### src/rtl/pipelined_cla_adder.sv
// pipelined_cla_adder: pipelined carry-lookahead adder/subtractor with
// valid/ready handshakes. The operand is cut into STAGES slices; each stage
// resolves one slice with a GROUP-ary lookahead tree and registers the slice
// carry for the next stage.
// Optional feature macro: PIPELINED_CLA_ADDER_FLAGS_EN enables the registered
// out_overflow / out_zero flags; without it both outputs are tied low.
module pipelined_cla_adder #(
    parameter int WIDTH  = 32,
    parameter int STAGES = 2,
    parameter int GROUP  = 4
) (
    input  logic             clock,
    input  logic             reset,
    input  logic             in_valid,
    output logic             in_ready,
    input  logic [WIDTH-1:0] in_a,
    input  logic [WIDTH-1:0] in_b,
    input  logic             in_carry,
    input  logic             in_sub,
    output logic             out_valid,
    input  logic             out_ready,
    output logic [WIDTH-1:0] out_s,
    output logic             out_carry,
    output logic             out_overflow,
    output logic             out_zero
);

    // Number of tree levels needed to reduce n leaves to one node with fan-in grp.
    function automatic int tree_levels(input int n, input int grp);
        int cnt;
        int lvl;
        cnt = n;
        lvl = 1;
        while (cnt > 1) begin
            cnt = (cnt + grp - 1) / grp;
            lvl++;
        end
        return lvl;
    endfunction

    localparam int SW     = WIDTH / STAGES;
    localparam int LEVELS = tree_levels(SW, GROUP);

    // Hierarchical lookahead: build group propagate/generate bottom-up, then
    // hand carries down from the slice carry-in. Returns {carry_out, carry into each bit}.
    function automatic logic [SW:0] cla_carries(input logic [SW-1:0] p_bit,
                                                input logic [SW-1:0] g_bit,
                                                input logic          cin);
        logic [SW-1:0] p_l [LEVELS];
        logic [SW-1:0] g_l [LEVELS];
        logic [SW-1:0] c_l [LEVELS];
        int            nodes [LEVELS];
        logic          pg;
        logic          gg;
        logic          run;
        for (int l = 0; l < LEVELS; l++) begin
            p_l[l]   = '0;
            g_l[l]   = '0;
            c_l[l]   = '0;
            nodes[l] = 0;
        end
        p_l[0]   = p_bit;
        g_l[0]   = g_bit;
        nodes[0] = SW;
        for (int l = 1; l < LEVELS; l++) begin
            nodes[l] = (nodes[l-1] + GROUP - 1) / GROUP;
            for (int i = 0; i < SW; i++) begin
                if (i < nodes[l]) begin
                    pg = 1'b1;
                    gg = 1'b0;
                    for (int j = 0; j < GROUP; j++) begin
                        if (i * GROUP + j < nodes[l-1]) begin
                            gg = g_l[l-1][i*GROUP+j] | (p_l[l-1][i*GROUP+j] & gg);
                            pg = pg & p_l[l-1][i*GROUP+j];
                        end
                    end
                    p_l[l][i] = pg;
                    g_l[l][i] = gg;
                end
            end
        end
        c_l[LEVELS-1][0] = cin;
        for (int l = LEVELS - 2; l >= 0; l--) begin
            for (int q = 0; q < SW; q++) begin
                if (q < nodes[l+1]) begin
                    run = c_l[l+1][q];
                    for (int j = 0; j < GROUP; j++) begin
                        if (q * GROUP + j < nodes[l]) begin
                            c_l[l][q*GROUP+j] = run;
                            run = g_l[l][q*GROUP+j] | (p_l[l][q*GROUP+j] & run);
                        end
                    end
                end
            end
        end
        return {g_l[0][SW-1] | (p_l[0][SW-1] & c_l[0][SW-1]), c_l[0]};
    endfunction

    logic [STAGES-1:0] valid_all;
    logic [STAGES:0]   adv;

    // Advance chain: a stage may load when it is empty or the stage after it moves.
    always_comb begin
        adv         = '0;
        adv[STAGES] = out_ready;
        for (int k = STAGES - 1; k >= 0; k--) begin
            adv[k] = ~valid_all[k] | adv[k+1];
        end
    end

    assign in_ready = adv[0] | reset;

    genvar k;
    for (k = 0; k < STAGES; k++) begin : g_stage
        localparam int LO = k * SW;
        localparam int HI = WIDTH - LO;

        logic            v_in;
        logic [HI-1:0]   a_in;
        logic [HI-1:0]   b_in;
        logic            c_in;
        logic [SW:0]     carries;
        logic [SW-1:0]   slice_s;
        logic [LO+SW-1:0] sum_d;
        logic [LO+SW-1:0] sum_q;
        logic            carry_d;
        logic            carry_q;
        logic            valid_q;

        if (k == 0) begin : g_first
            assign v_in  = in_valid;
            assign a_in  = in_a;
            assign b_in  = in_sub ? ~in_b : in_b;
            assign c_in  = in_sub ^ in_carry;
            assign sum_d = slice_s;
        end else begin : g_next
            assign v_in  = g_stage[k-1].valid_q;
            assign a_in  = g_stage[k-1].g_hold.a_q;
            assign b_in  = g_stage[k-1].g_hold.b_q;
            assign c_in  = g_stage[k-1].carry_q;
            assign sum_d = {slice_s, g_stage[k-1].sum_q};
        end

        // Resolve this stage's slice from its carry-in.
        always_comb begin
            carries = cla_carries(a_in[SW-1:0] | b_in[SW-1:0], a_in[SW-1:0] & b_in[SW-1:0], c_in);
            slice_s = a_in[SW-1:0] ^ b_in[SW-1:0] ^ carries[SW-1:0];
            carry_d = carries[SW];
        end

        // Stage register: valid follows the advance; data only captures real ops.
        always_ff @(posedge clock) begin
            if (reset) begin
                valid_q <= 1'b0;
                sum_q   <= '0;
                carry_q <= 1'b0;
            end else if (adv[k]) begin
                valid_q <= v_in;
                if (v_in) begin
                    sum_q   <= sum_d;
                    carry_q <= carry_d;
                end
            end
        end

        assign valid_all[k] = valid_q;

        if (k < STAGES - 1) begin : g_hold
            logic [HI-SW-1:0] a_d;
            logic [HI-SW-1:0] b_d;
            logic [HI-SW-1:0] a_q;
            logic [HI-SW-1:0] b_q;
            assign a_d = a_in[HI-1:SW];
            assign b_d = b_in[HI-1:SW];

            // Carry the still-unprocessed high operand bits to the next stage.
            always_ff @(posedge clock) begin
                if (reset) begin
                    a_q <= '0;
                    b_q <= '0;
                end else if (adv[k] && v_in) begin
                    a_q <= a_d;
                    b_q <= b_d;
                end
            end
        end else begin : g_last
            assign out_valid = valid_q;
            assign out_s     = sum_q;
            assign out_carry = carry_q;
`ifdef PIPELINED_CLA_ADDER_FLAGS_EN
            logic overflow_d;
            logic overflow_q;
            logic zero_d;
            logic zero_q;

            // Signed overflow is the carry into the MSB disagreeing with the carry out.
            always_comb begin
                overflow_d = carries[SW-1] ^ carries[SW];
                zero_d     = (sum_d == '0);
            end

            // Flag registers share the final stage's load condition.
            always_ff @(posedge clock) begin
                if (reset) begin
                    overflow_q <= 1'b0;
                    zero_q     <= 1'b0;
                end else if (adv[k] && v_in) begin
                    overflow_q <= overflow_d;
                    zero_q     <= zero_d;
                end
            end

            assign out_overflow = overflow_q;
            assign out_zero     = zero_q;
`else
            assign out_overflow = 1'b0;
            assign out_zero     = 1'b0;
`endif
        end
    end

endmodule
### config.mk
export PLATFORM = sky130hd
export DESIGN_NAME = pipelined_cla_adder
export DESIGN_NICKNAME = d
export VERILOG_FILES = /design/src/rtl/pipelined_cla_adder.sv
export SDC_FILE = /design/constraint.sdc
export NUM_CORES = 1
export LEC_CHECK = 0
export CORE_UTILIZATION = 51
export DETAILED_ROUTE_END_ITERATION = 16
export PLACE_DENSITY = 0.92
export SYNTH_ARGS = -nofsm -noshare
export SYNTH_HDL_FRONTEND = slang
export SYNTH_SLANG_ARGS = --single-unit
### constraint.sdc
create_clock -name clock -period 6.2 [get_ports clock]
set_input_delay 1.55 -clock clock [delete_from_list [all_inputs] [get_ports clock]]
set_output_delay 1.55 -clock clock [all_outputs]
set_load 0.03 [all_outputs]
==> run metrics, run 1 <==
Die H 99.6 um; Critical Path Fanout Max 3; crit-path cells clkdlybuf4s50_1 > xnor2_1 > inv_1 > ha_1 > a221oi_2 > o221a_2 > nor4_2 > a2111oi_1 > fa_1 > inv_1 > fa_1 > fa_1 > fa_1 > nand2_1 > a21oi_1; CP arrival 5.54 ns; CTS root buf clkbuf_8; Worst setup SP type input pin; Hold Worst Slack 0.454 ns; GP Congestion 0.859; clock-pin slew on the worst setup and hold paths 0.08 ns; Vias/cell a little under 5; DIE AREA 9910 sq um; fin crit share 0.851; Mapped Cells approximately 560; Max stage delay on crit path 0.59 ns; status finished clean; clk_skew 0.0128 ns; vias in the first global route 3744; Filler cells around 760; r2r endpoint out_s[31]$_SDFFE_PP0P_; DP HPWL between 7 and 8 mm; core area 9240 sq um; endpoints failing hold 0; Avg WL per Cell roughly 13 um; clock sinks 84; Leakage roughly 2.6 nW; clock buffer count from CTS 9; htree depth 3; Synth Area per Inst 8.61 sq um; Crit Reg-Reg Startpoint g_stage[0].g_hold.a_q[2]$_SDFFE_PP0P_; DR DRC count 0; Clk Latency, worst-skew pair 0.34 ns; drt pass-1 iters 4; R2R depth 12; CTS Buffer Depth 2; multi-input logic area 2760 sq um; Final Critical Period ~5.3 ns; final setup vio count 0; Peak VDD IR 0.156 mV; Total Wirelength 10.6 mm; Crit path depth 15; Worst path slowest cell a2111oi_1; largest net degree at the start of global routing 85; Nets 795; Yosys Warn Count 0; most common cell after layout, fill and taps aside clkdlybuf4s50_1; reg-to-reg slack, setup 2.95 ns; Seq cells post-synth 84; Worst path top cell family by delay adder cells; first-pass GRT wire length 17.3 mm; post-cts resize count 0; grt ovf 0; Max Clk Rate 189 MHz; Netlist cell types 35; DRT iter0 DRCs between 90 and 100; capture point of the worst path g_stage[0].sum_q[15]$_SDFFE_PP0P_; Worst Setup SP in_b[1]; sequential cell area 1680 sq um; Total GRT Usage 0.219; WP buf/inv 3; HP Class reg2reg; total of max-cap violations 0; Mapped Area 4850 sq um; commonest cells after routing, fill and taps aside clkdlybuf4s50_1 (102), nand2_1 (101), dfxtp_1 (84); DP Cell Count 769; Power Total approximately 1.4 mW; Vias between 3000 and 4000; initial antenna violation count 0; Seq/Total Area, Yosys 0.346; Slew HR 0.263; Non-Filler Instances 785; CTS tree built; Fin Setup TNS 0 ns; Worst Path Required 6.46 ns; I/O Buffers 104; row count 35; DIE WIDTH 99.6 um; Antenna Nets Post-Route 0; cell mode on critical path fa_1; P per Cell Area roughly 220 nW/um^2; proportion of layout cells with a drive suffix above 1 0.0442; CP Capture Type register; Finished Cell Area 6160 sq um; Max Slew Vio Count 0; Hold-fix buffers, CTS 0; Initial Util 0.525; num ports about 110; RSZ-0062 raised after global routing no; measured slew at the worst slew-check pin 1.11 ns; crit path kind in2reg; area post-placement 5930 sq um; Ant. Diodes 0; Syn-to-layout area delta 26.9%; post-CTS setup buffer count 0
## report_power, final
group | leakage (nW) | internal, mW | total (mW) | switching [mW]
logic | 1.79 | 0.148 | 0.324 | 0.176
clock network | 0.105 | 0.237 | 0.435 | 0.198
registers | 0.691 | 0.580 | 0.606 | 0.0263
## worst min path at each step
stage / start / end / cells past startpoint
after floorplan: g_stage[0].sum_q[11]$_SDFFE_PP0P_ / g_stage[0].sum_q[11]$_SDFFE_PP0P_ / 2
after global placement: g_stage[0].sum_q[4]$_SDFFE_PP0P_ / out_s[4]$_SDFFE_PP0P_ / 2
after detailed placement: g_stage[0].sum_q[13]$_SDFFE_PP0P_ / out_s[13]$_SDFFE_PP0P_ / 2
after CTS: g_stage[0].sum_q[13]$_SDFFE_PP0P_ / out_s[13]$_SDFFE_PP0P_ / 2
after global routing: g_stage[0].sum_q[4]$_SDFFE_PP0P_ / out_s[4]$_SDFFE_PP0P_ / 2
final: out_s[10]$_SDFFE_PP0P_ / out_s[10]$_SDFFE_PP0P_ / 2
## layer usage
layer | global-route usage | share of wire | vias to the layer above
li1 | - | - | 1931
met1 | 0.263 | 0.43 | 1821
met2 | 0.387 | 0.52 | 93
met3 | 0.0288 | 0.026 | 28
met4 | 0.107 | 0.032 | 0
met5 | 0 | 0 | -
## cells in the mapped netlist
cell type | n | share of area
a221o_1 | 1 | 0.0021
nor4_1 | 1 | 0.0013
dfxtp_1 | 84 | 0.35
o21bai_1 | 2 | 0.0031
buf_4 | 2 | 0.0031
and2_1 | 1 | 0.0013
nand2b_1 | 4 | 0.0052
clkinv_1 | 1 | 0.00077
or3_1 | 1 | 0.0013
a21oi_1 | 59 | 0.061
buf_6 | 1 | 0.0023
nor2_1 | 42 | 0.032
nand2_1 | 102 | 0.079
clkbuf_1 | 17 | 0.013
nor3_1 | 2 | 0.0021
buf_2 | 13 | 0.013
xnor2_2 | 1 | 0.0034
and2b_1 | 1 | 0.0015
or4_4 | 1 | 0.0023
or4_1 | 1 | 0.0015
xnor2_1 | 12 | 0.022
conb_1 | 1 | 0.00077
nor2b_1 | 2 | 0.0026
inv_1 | 72 | 0.056
a211oi_1 | 33 | 0.051
fa_1 | 26 | 0.11
ha_1 | 48 | 0.12
a221oi_2 | 1 | 0.0031
xor2_1 | 26 | 0.047
or2_1 | 1 | 0.0013
nor4_2 | 1 | 0.0026
o221a_2 | 1 | 0.0023
a2111oi_1 | 1 | 0.0021
o21ai_1 | 1 | 0.0010
o31ai_1 | 1 | 0.0015
## tightest hold or removal path, stage by stage, from the launching register on
cell and delay [ns]:
dfxtp_1 0.31, nand2_1 0.05, a21oi_1 0.05
## final cells by class
cell class	count	share of cell area
Inverter	73	0.0445
Clock buffer	10	0.0223
Clock inverter	6	0.0142
Tap cell	129	0.0262
Timing Repair Buffer	108	0.172
Multi-Input combinational cell	375	0.447
Sequential cell	84	0.273
## cells by family (layout without fill, tap and decap cells)
kind of cell,after synthesis,after routing,share of synthesized area
xor gates and xnor gates,39,39,0.0719
adders and majority gates,74,74,0.231
AOI/OAI and AO/OA,100,100,0.127
other,1,2,0.000773
and+or+nand+nor,160,160,0.134
DFF,84,84,0.346
buffers and inverters,106,197,0.0884
## state kept, by name, indices dropped and copies added, names as in the netlist
register and flops:
g_stage.sum_q 16, g_stage.valid_q 1, g_stage.g_hold.b_q 16, out_carry 1, g_stage.carry_q 1, g_stage.g_hold.a_q 16, out_s 32, out_valid 1
## metrics by stage
stage          worst slack (ns)  utilization
4_1_cts                   0.915        0.667
2_1_floorplan              1.03            -
6_report                  0.921        0.667
5_1_grt                   0.711        0.667
3_3_place_gp              0.668        0.642
3_5_place_dp              0.569        0.642
Note: power is estimated with default switching activity, not from simulation.
==> run 2, diff against run 1 <==
Settings changed: CORE_MARGIN from default to 3.
Clock period 6.2 ns to 5.8 ns, I/O delays scaled along.
==> run 2 against run 1 <==
Net effect: register-to-register slack got worse by 0.44 ns; global-route usage down 0.44 points; combinational power rose by 8.6%; non-clock buffer count is the same; worst hold slack worse by 0.0021 ns; routed wire length up 7.5%; flip-flop and latch count unchanged; critical path type unchanged; largest cell class unchanged.
==> run metrics, run 2 (synthesized netlist as in run 1, its figures left out) <==
CP arrival 5.53 ns (about the same); I/O Buffers 104 (unchanged); Final Critical Period approximately 5.3 ns; Initial Util 0.541 (+0.0154); Worst setup SP type input pin; HP Class reg2reg; Worst path top cell family by delay adder cells; Worst path slowest cell fa_1; clk_skew 0.0133 ns (+0.000458 ns); DIE AREA 10700 sq um (+8.2%); clock-pin slew on the worst setup and hold paths 0.08 ns (about the same); met2 routed WL 6.25 mm (+15%); WP buf/inv 4 (+1); CTS Buffer Depth 2 (unchanged); crit path kind in2reg; CP Capture Type register; largest net degree at the start of global routing 85 (unchanged); fin crit share 0.906; num ports 107 (unchanged); crit-path cells clkdlybuf4s50_1 > xnor2_1 > inv_1 > ha_1 > a221oi_2 > o221a_2 > nor4_2 > a2111oi_1 > buf_4 > fa_1 > inv_1 > fa_1 > fa_1 > fa_1 > nand2_1 > a21oi_1; clock sinks 84 (unchanged); top sig layer met4; P per Cell Area 245 nW/um^2 (+11%); max FFs per register 32 (unchanged); clock buffer count from CTS 9 (unchanged); Max stage delay on crit path 0.51 ns (-0.08 ns); first-pass GRT wire length 19.0 mm (+9.7%); Power Total 1.52 mW (+11%); proportion of layout cells with a drive suffix above 1 0.0442 (unchanged); GP Congestion 0.871 (+1.4%); capture point of the worst path g_stage[0].sum_q[15]$_SDFFE_PP0P_; RSZ-0062 raised after global routing no; vias in the first global route 4142 (+11%); Syn-to-layout area delta 27.4%; most common cell after layout, fill and taps aside clkdlybuf4s50_1; Util after Layout 0.689 (+0.0221); Avg WL per Cell 14.5 um (+7.9%); DIE WIDTH 104 um (+4.0%); met3 wire length 485 um (+76%); Worst Setup SP in_b[1]; reg-to-reg slack, setup 2.51 ns (-0.44 ns); measured slew at the worst slew-check pin 1.12 ns (+0.0179 ns); CTS tree built; DP HPWL 8.35 mm (+6.3%); grt ovf 0 (unchanged); post-cts resize count 0 (unchanged); R2R depth 12 (unchanged); final setup vio count 0 (unchanged); r2r endpoint out_s[31]$_SDFFE_PP0P_; Peak VDD IR 0.149 mV (-4.6%); Antenna Nets Post-Route 0 (unchanged); endpoints failing hold 0 (unchanged); Die H 104 um (+4.0%); core area 8980 sq um (-2.9%); Ant. Diodes 0 (unchanged); Vias/cell 5.01 (+1.5%); status finished clean; DRT iter0 DRCs 195 (+100%); Critical Path Fanout Max 3 (unchanged); row count 34 (-2.9%); htree depth 3 (unchanged); CTS root buf clkbuf_8; cell mode on critical path fa_1; Crit path depth 16 (+1); Nets 795 (unchanged); initial antenna violation count 0 (unchanged); Slew HR 0.251 (-0.0119); Max Slew Vio Count 0 (unchanged); Hold Worst Slack 0.452 ns (-0.00212 ns); DR DRC count 0 (unchanged); Worst Path Required 6.07 ns (-0.39 ns); total of max-cap violations 0 (unchanged); metal1 wirelength 4.36 mm (-3.1%); drt pass-1 iters 4 (unchanged); Hold-fix buffers, CTS 0 (unchanged); Total GRT Usage 0.215 (-0.00443); Fin Setup TNS 0 ns (unchanged); post-CTS setup buffer count 0 (unchanged); Leakage 2.61 nW (+0.88%); Total Wirelength 11.4 mm (+7.5%); Crit Reg-Reg Startpoint g_stage[0].g_hold.a_q[2]$_SDFFE_PP0P_; Clk Latency, worst-skew pair 0.35 ns (about the same); commonest cells after routing, fill and taps aside clkdlybuf4s50_1 (102), nand2_1 (101), dfxtp_1 (84); Max Clk Rate 190 MHz; Vias 3916 (+1.1%)
run 2: worst min path at each step:
| stage | startpoint | endpoint | slack, ns | depth (start not counted) |
|---|---|---|---|---|
| after floorplan | g_stage[0].sum_q[11]$_SDFFE_PP0P_ | g_stage[0].sum_q[11]$_SDFFE_PP0P_ | 0.43 | 2 |
| after global placement | g_stage[0].sum_q[1]$_SDFFE_PP0P_ | out_s[1]$_SDFFE_PP0P_ | 0.44 | 2 |
| after detailed placement | g_stage[0].sum_q[13]$_SDFFE_PP0P_ | out_s[13]$_SDFFE_PP0P_ | 0.44 | 2 |
| after CTS | g_stage[0].sum_q[13]$_SDFFE_PP0P_ | out_s[13]$_SDFFE_PP0P_ | 0.46 | 2 |
| after global routing | g_stage[0].carry_q$_SDFFE_PP0P_ | g_stage[0].carry_q$_SDFFE_PP0P_ | 0.48 | 2 |
| final | g_stage[0].sum_q[0]$_SDFFE_PP0P_ | out_s[0]$_SDFFE_PP0P_ | 0.45 | 2 |
run 2: tightest hold or removal path: stages (launching register included):
cell and delay, ns:
dfxtp_1 0.32, nand2_1 0.05, a21oi_1 0.05
run 2: final cells by class:
class	count	area (sq um)
clock buffer	12	155
clock inverter	4	95.1
fill	677	2790
inverter	73	274
multi-input combinational	375	2760
sequential	84	1680
tap	126	158
timing repair buffer	108	1060
run 2: layer usage:
metal | vias up | track usage
li1 | 1935 | -
met1 | 1862 | 0.232
met2 | 96 | 0.407
met3 | 23 | 0.0410
met4 | 0 | 0.0902
met5 | - | 0
run 2: stage by stage:
stage	area [sq um]	std cells	setup WS [ns]
5_1_grt	6180	782	0.379
2_1_floorplan	4860	565	0.727
3_5_place_dp	5930	766	0.243
4_1_cts	6180	782	0.575
6_report	6180	782	0.543
3_3_place_gp	5930	766	0.369
run 2: report_power, final:
part           internal [mW]  total, mW  leakage, nW  switching (mW)
logic                  0.160      0.352         1.79           0.191
clock network          0.309      0.514        0.127           0.205
registers              0.620      0.649        0.691          0.0294
==> patch 1 (flow settings as in run 2) <==
Set the parameter `GROUP` to 8 (it was 4).
--- a/src/rtl/pipelined_cla_adder.sv
+++ b/src/rtl/pipelined_cla_adder.sv
@@ -7,7 +7,7 @@
 module pipelined_cla_adder #(
     parameter int WIDTH  = 32,
     parameter int STAGES = 2,
-    parameter int GROUP  = 4
+    parameter int GROUP  = 8
 ) (
     input  logic             clock,
     input  logic             reset,
Behaviour: unchanged (equiv_simple and equiv_induct, registers matched by name and starting in step).
==> patch 1 against run 2 <==
Sequential cell count is the same; worst hold slack gained 0.0059 ns; setup slack got worse by 0.41 ns; area after synthesis fell by 4.0%; power decreased by 7.5%; maximum frequency decreased by 7.3%; sequential share of layout area barely moved; critical path depth increased by 3; die area is 3.8% lower; wire length decreased by 2.7%; design area about the same; largest cell class unchanged; largest power group unchanged.
==> patch 1: results (changes against run 2) <==
detail_route.wl_per_cell_um: 14.9  # +2.7%
met1_usage_pct: 24.0  # +0.80 points
peakVddDrop_v: 0.000170  # +14%
drt_first_iter_violations: 94  # -52%
p_leak_nw: 2.53  # -2.8%
cp_slowest_stage_delay_ns: 0.47  # -0.04 ns
avgSynthCellArea_sq_um: 9.01  # +4.7%
first_global_vias: 3957  # -4.5%
route.met2.wl_um: 6120  # -2.1%
place_ws_ns: -0.584  # -0.826 ns
holdWs_ns: 0.457  # +0.00590 ns
drive_gt1_share_pct: 14.2  # +9.8 points
grt_use_total_pct: 21.4  # -0.037 points
grt_pass1_wl_um: 17700  # -7.0%
r2r-end: "out_s[31]"
wl_met1_um: 4190  # -3.8%
dp_hpwl_um: 7990  # -4.4%
wl_met3_um: 458  # -5.6%
port-buffer-count: 104  # unchanged
largest_reg_flops: 32  # unchanged
fillCellCount: 646  # -4.6%
post_cts_buffers: 1  # +1
use_met2_pct: 40.3  # -0.41 points
startpoint: "in_b[7]"
cp_max_fo: 3  # unchanged
place_congestion: 0.871  # about the same
switching_share_pct: 31.6  # +3.5 points
grtUsageMet3_pct: 3.44  # -0.66 points
rr_worst_depth: 15  # +3
grt_antenna_before_repair: 0  # unchanged
worstPathArrival_ns: 5.85  # +0.32 ns
nets: 760  # -4.4%
crit-reg2reg-launch: "g_stage[0].g_hold.a_q[5]"
holdPathEnd: "out_s[19]"
cp_slowest_cell: "clkdlybuf4s50_1"
drt-total-wl_um: 11100  # -2.7%
cts_max_path_buffers: 2  # unchanged
ys_seq_area_share_pct: 36.1  # +1.4 points
cts-root-buf: "clkbuf_8"
synthTopCellsByCount: "nand2_1, dfxtp_1, inv_1, a21oi_1, nor2_1"
outcome: "complete, no violations"
synthDistinctLibCells: 32  # -8.6%
clock_latency_ns: 0.34
synth_area_leaders: "dfxtp_1, fa_1, ha_1, nand2_1, a21oi_1"
cts_resized: 6  # +6
place_inst: 723  # -5.6%
routed_via_density: 5.06  # +0.95%
rrSetupSlack_ns: 1.41  # -1.10 ns
min_from: "out_s[19]"
tightest_slew_ns: 0.987  # -0.137 ns
fin_skew_ns: 0.0143  # +0.00103 ns
patch 1: changes by cell type after synthesis, moves of 4 or more:
cell,run 2,this run
ha_1,48,32
fa_1,26,30
buf_4,2,6
a211oi_2,0,15
xor2_1,26,20
inv_1,72,62
nor2_1,42,35
a211oi_1,33,18
clkbuf_1,17,7
patch 1: cell type report:
class	instances	area, sq um	share of cell area, %
clock inverter	6	47.5	0.769
timing repair buffer	130	1250	20.2
sequential	84	1680	27.2
inverter	62	233	3.77
tap	108	135	2.19
clock buffer	10	128	2.06
multi-input combinational	341	2710	43.8
patch 1: through the flow:
stage / TNS, ns / area [sq um] / utilization, %
6_report: 0 / 6180 / 70.2
5_1_grt: -0.0312 / 6180 / 70.2
4_1_cts: 0 / 6040 / 68.6
3_5_place_dp: -1.40 / 5830 / 66.3
3_3_place_gp: -0.713 / 5830 / 66.3
2_1_floorplan: 0 / 4680 / -
patch 1: critical path, delay by kind of cell:
kind,cells,cell delay (ns)
AOI/OAI and AO/OA,4,0.33
xor gates and xnor gates,1,0.19
adders and majority gates,9,3.09
buffers and inverters,4,0.70
and+or+nand+nor,1,0.09
patch 1: cell families (layout without fill, tap and decap cells):
kind of cell / after synthesis / in the layout / synth area share, %
and+or+nand+nor: 145 / 145 / 12.3
AOI/OAI and AO/OA: 97 / 97 / 14.2
buffers and inverters: 93 / 208 / 9.13
DFF: 84 / 84 / 36.1
adders and majority gates: 62 / 62 / 21.5
xor gates and xnor gates: 35 / 35 / 6.74
other: 1 / 2 / 0.0805
patch 1: power groups by stage:
stage	clock network, mW	registers, mW	logic [mW]
2_1_floorplan	0	0.680	0.195
3_3_place_gp	0	0.659	0.332
3_5_place_dp	0	0.662	0.350
4_1_cts	0.378	0.649	0.357
5_1_grt	0.406	0.655	0.419
6_report	0.373	0.649	0.380
==> patch 2 (settings of run 2) <==
Made on the original files. The option `PIPELINED_CLA_ADDER_FLAGS_EN` is turned on by a define.
--- a/src/rtl/pipelined_cla_adder.sv
+++ b/src/rtl/pipelined_cla_adder.sv
@@ -4,6 +4,8 @@
 // carry for the next stage.
 // Optional feature macro: PIPELINED_CLA_ADDER_FLAGS_EN enables the registered
 // out_overflow / out_zero flags; without it both outputs are tied low.
+`define PIPELINED_CLA_ADDER_FLAGS_EN
+
 module pipelined_cla_adder #(
     parameter int WIDTH  = 32,
     parameter int STAGES = 2,
Behaviour: not the same (Yosys sat finds a counterexample within 4 cycles, from zero or initial values and one cycle with reset high).
==> patch 2 against run 2 <==
Setup slack improved by 0.14 ns; sequential share of layout area increased by 0.16 points; area after synthesis increased by 2.6%; via count increased by 4.5%; power decreased by 5.4%; count of clock-buffer cells in the layout decreased by 3; wire length decreased by 0.77%; critical path depth unchanged; sequential cell count increased by 2; design area increased by 1.8%; cell count increased by 2.7%.
==> patch 2: results (changes against run 2) <==
outcome: "complete, no violations"
drt_first_iter_violations: 158  # -19%
fillCellCount: 748  # +10%
fin_area_sq_um: 6290  # +1.8%
cp_max_fo: 3  # unchanged
place_area_sq_um: 6110  # +3.0%
nMultiInputCombCells: 393  # +4.8%
place_congestion: 1.00  # +15%
inverters: 68  # -6.8%
dp_hpwl_um: 8990  # +7.6%
worstPathArrival_ns: 5.39  # -0.14 ns
port-buffer-count: 106  # +1.9%
fin_skew_ns: 0.0115  # -0.00177 ns
rows: 35  # +2.9%
grt_pass1_wl_um: 18700  # -1.3%
slew_headroom_pct: 19.5  # -5.5 points
vias: 4092  # +4.5%
grt_max_degree: 87  # +2.4%
peakVddDrop_v: 0.000108  # -27%
first_global_vias: 4016  # -3.0%
clk_share_pct: 2.90  # -1.1 points
drt-total-wl_um: 11300  # -0.77%
grt_use_total_pct: 20.9  # -0.62 points
synthTopCellsByCount: "nand2_1, dfxtp_1, inv_1, a21oi_1, ha_1"
synth_area_leaders: "dfxtp_1, ha_1, fa_1, nand2_1, a21oi_1"
p_leak_nw: 2.58  # -1.1%
ys_seq_area_share_pct: 34.6  # -0.058 points
multi_input_area_sq_um: 2880  # +4.5%
firstDrtPassIters: 5  # +1
seq_area_sq_um: 1720  # +2.4%
drive_gt1_share_pct: 4.75  # +0.33 points
==> patch 2: power breakdown <==
part	total (mW)	internal [mW]	switching [mW]
Sequential	0.673	0.634	0.0389
Clock	0.386	0.160	0.226
Combinational	0.375	0.175	0.199
Total	1.43	0.969	0.464
==> patch 2: routing by layer <==
metal | GRT usage, % | up-vias | routed length [um]
li1 | - | 2024 | -
met5 | 0 | - | 0
met4 | 8.53 | 0 | 280
met3 | 2.90 | 24 | 648
met2 | 35.8 | 133 | 5580
met1 | 26.4 | 1911 | 4780
==> patch 2: final timing paths <==
path	start	to	slack (ns)	cells past startpoint
setup / recovery	in_b[2]	g_stage[0].sum_q[15]	0.68	16
hold / removal	out_s[20]	out_s[20]	0.46	2
setup reg to reg	g_stage[0].g_hold.a_q[6]	out_zero	1.83	16
hold reg to reg	out_s[20]	out_s[20]	0.46	2
==> patch 2: stage by stage <==
stage                     setup slack, ns  cells
after floorplan                     0.694    578
after global placement              0.523    787
after detailed placement            0.288    787
after CTS                           0.655    803
after global routing                0.438    803
final                               0.684    803
==> patch 2: critical path, stage by stage <==
cell             delay [ns]
clkdlybuf4s50_1        0.41
xor2_1                 0.16
inv_1                  0.10
ha_1                   0.21
nor2_1                 0.08
a221oi_2               0.27
o221a_4                0.25
nor4_2                 0.06
a2111oi_1              0.54
fa_1                   0.27
inv_1                  0.06
fa_1                   0.41
fa_1                   0.43
fa_1                   0.51
nand2_1                0.05
a21oi_1                0.15
==> patch 2: logic make-up after synthesis <==
kind of cell | share of synthesized area, %
flip-flops | 34.6
AO/OA/AOI/OAI | 13.0
buffers and inverters | 7.72
adder cells (fa/ha/maj) | 22.5
XOR/XNOR | 7.19
AND/OR/NAND/NOR | 15.0
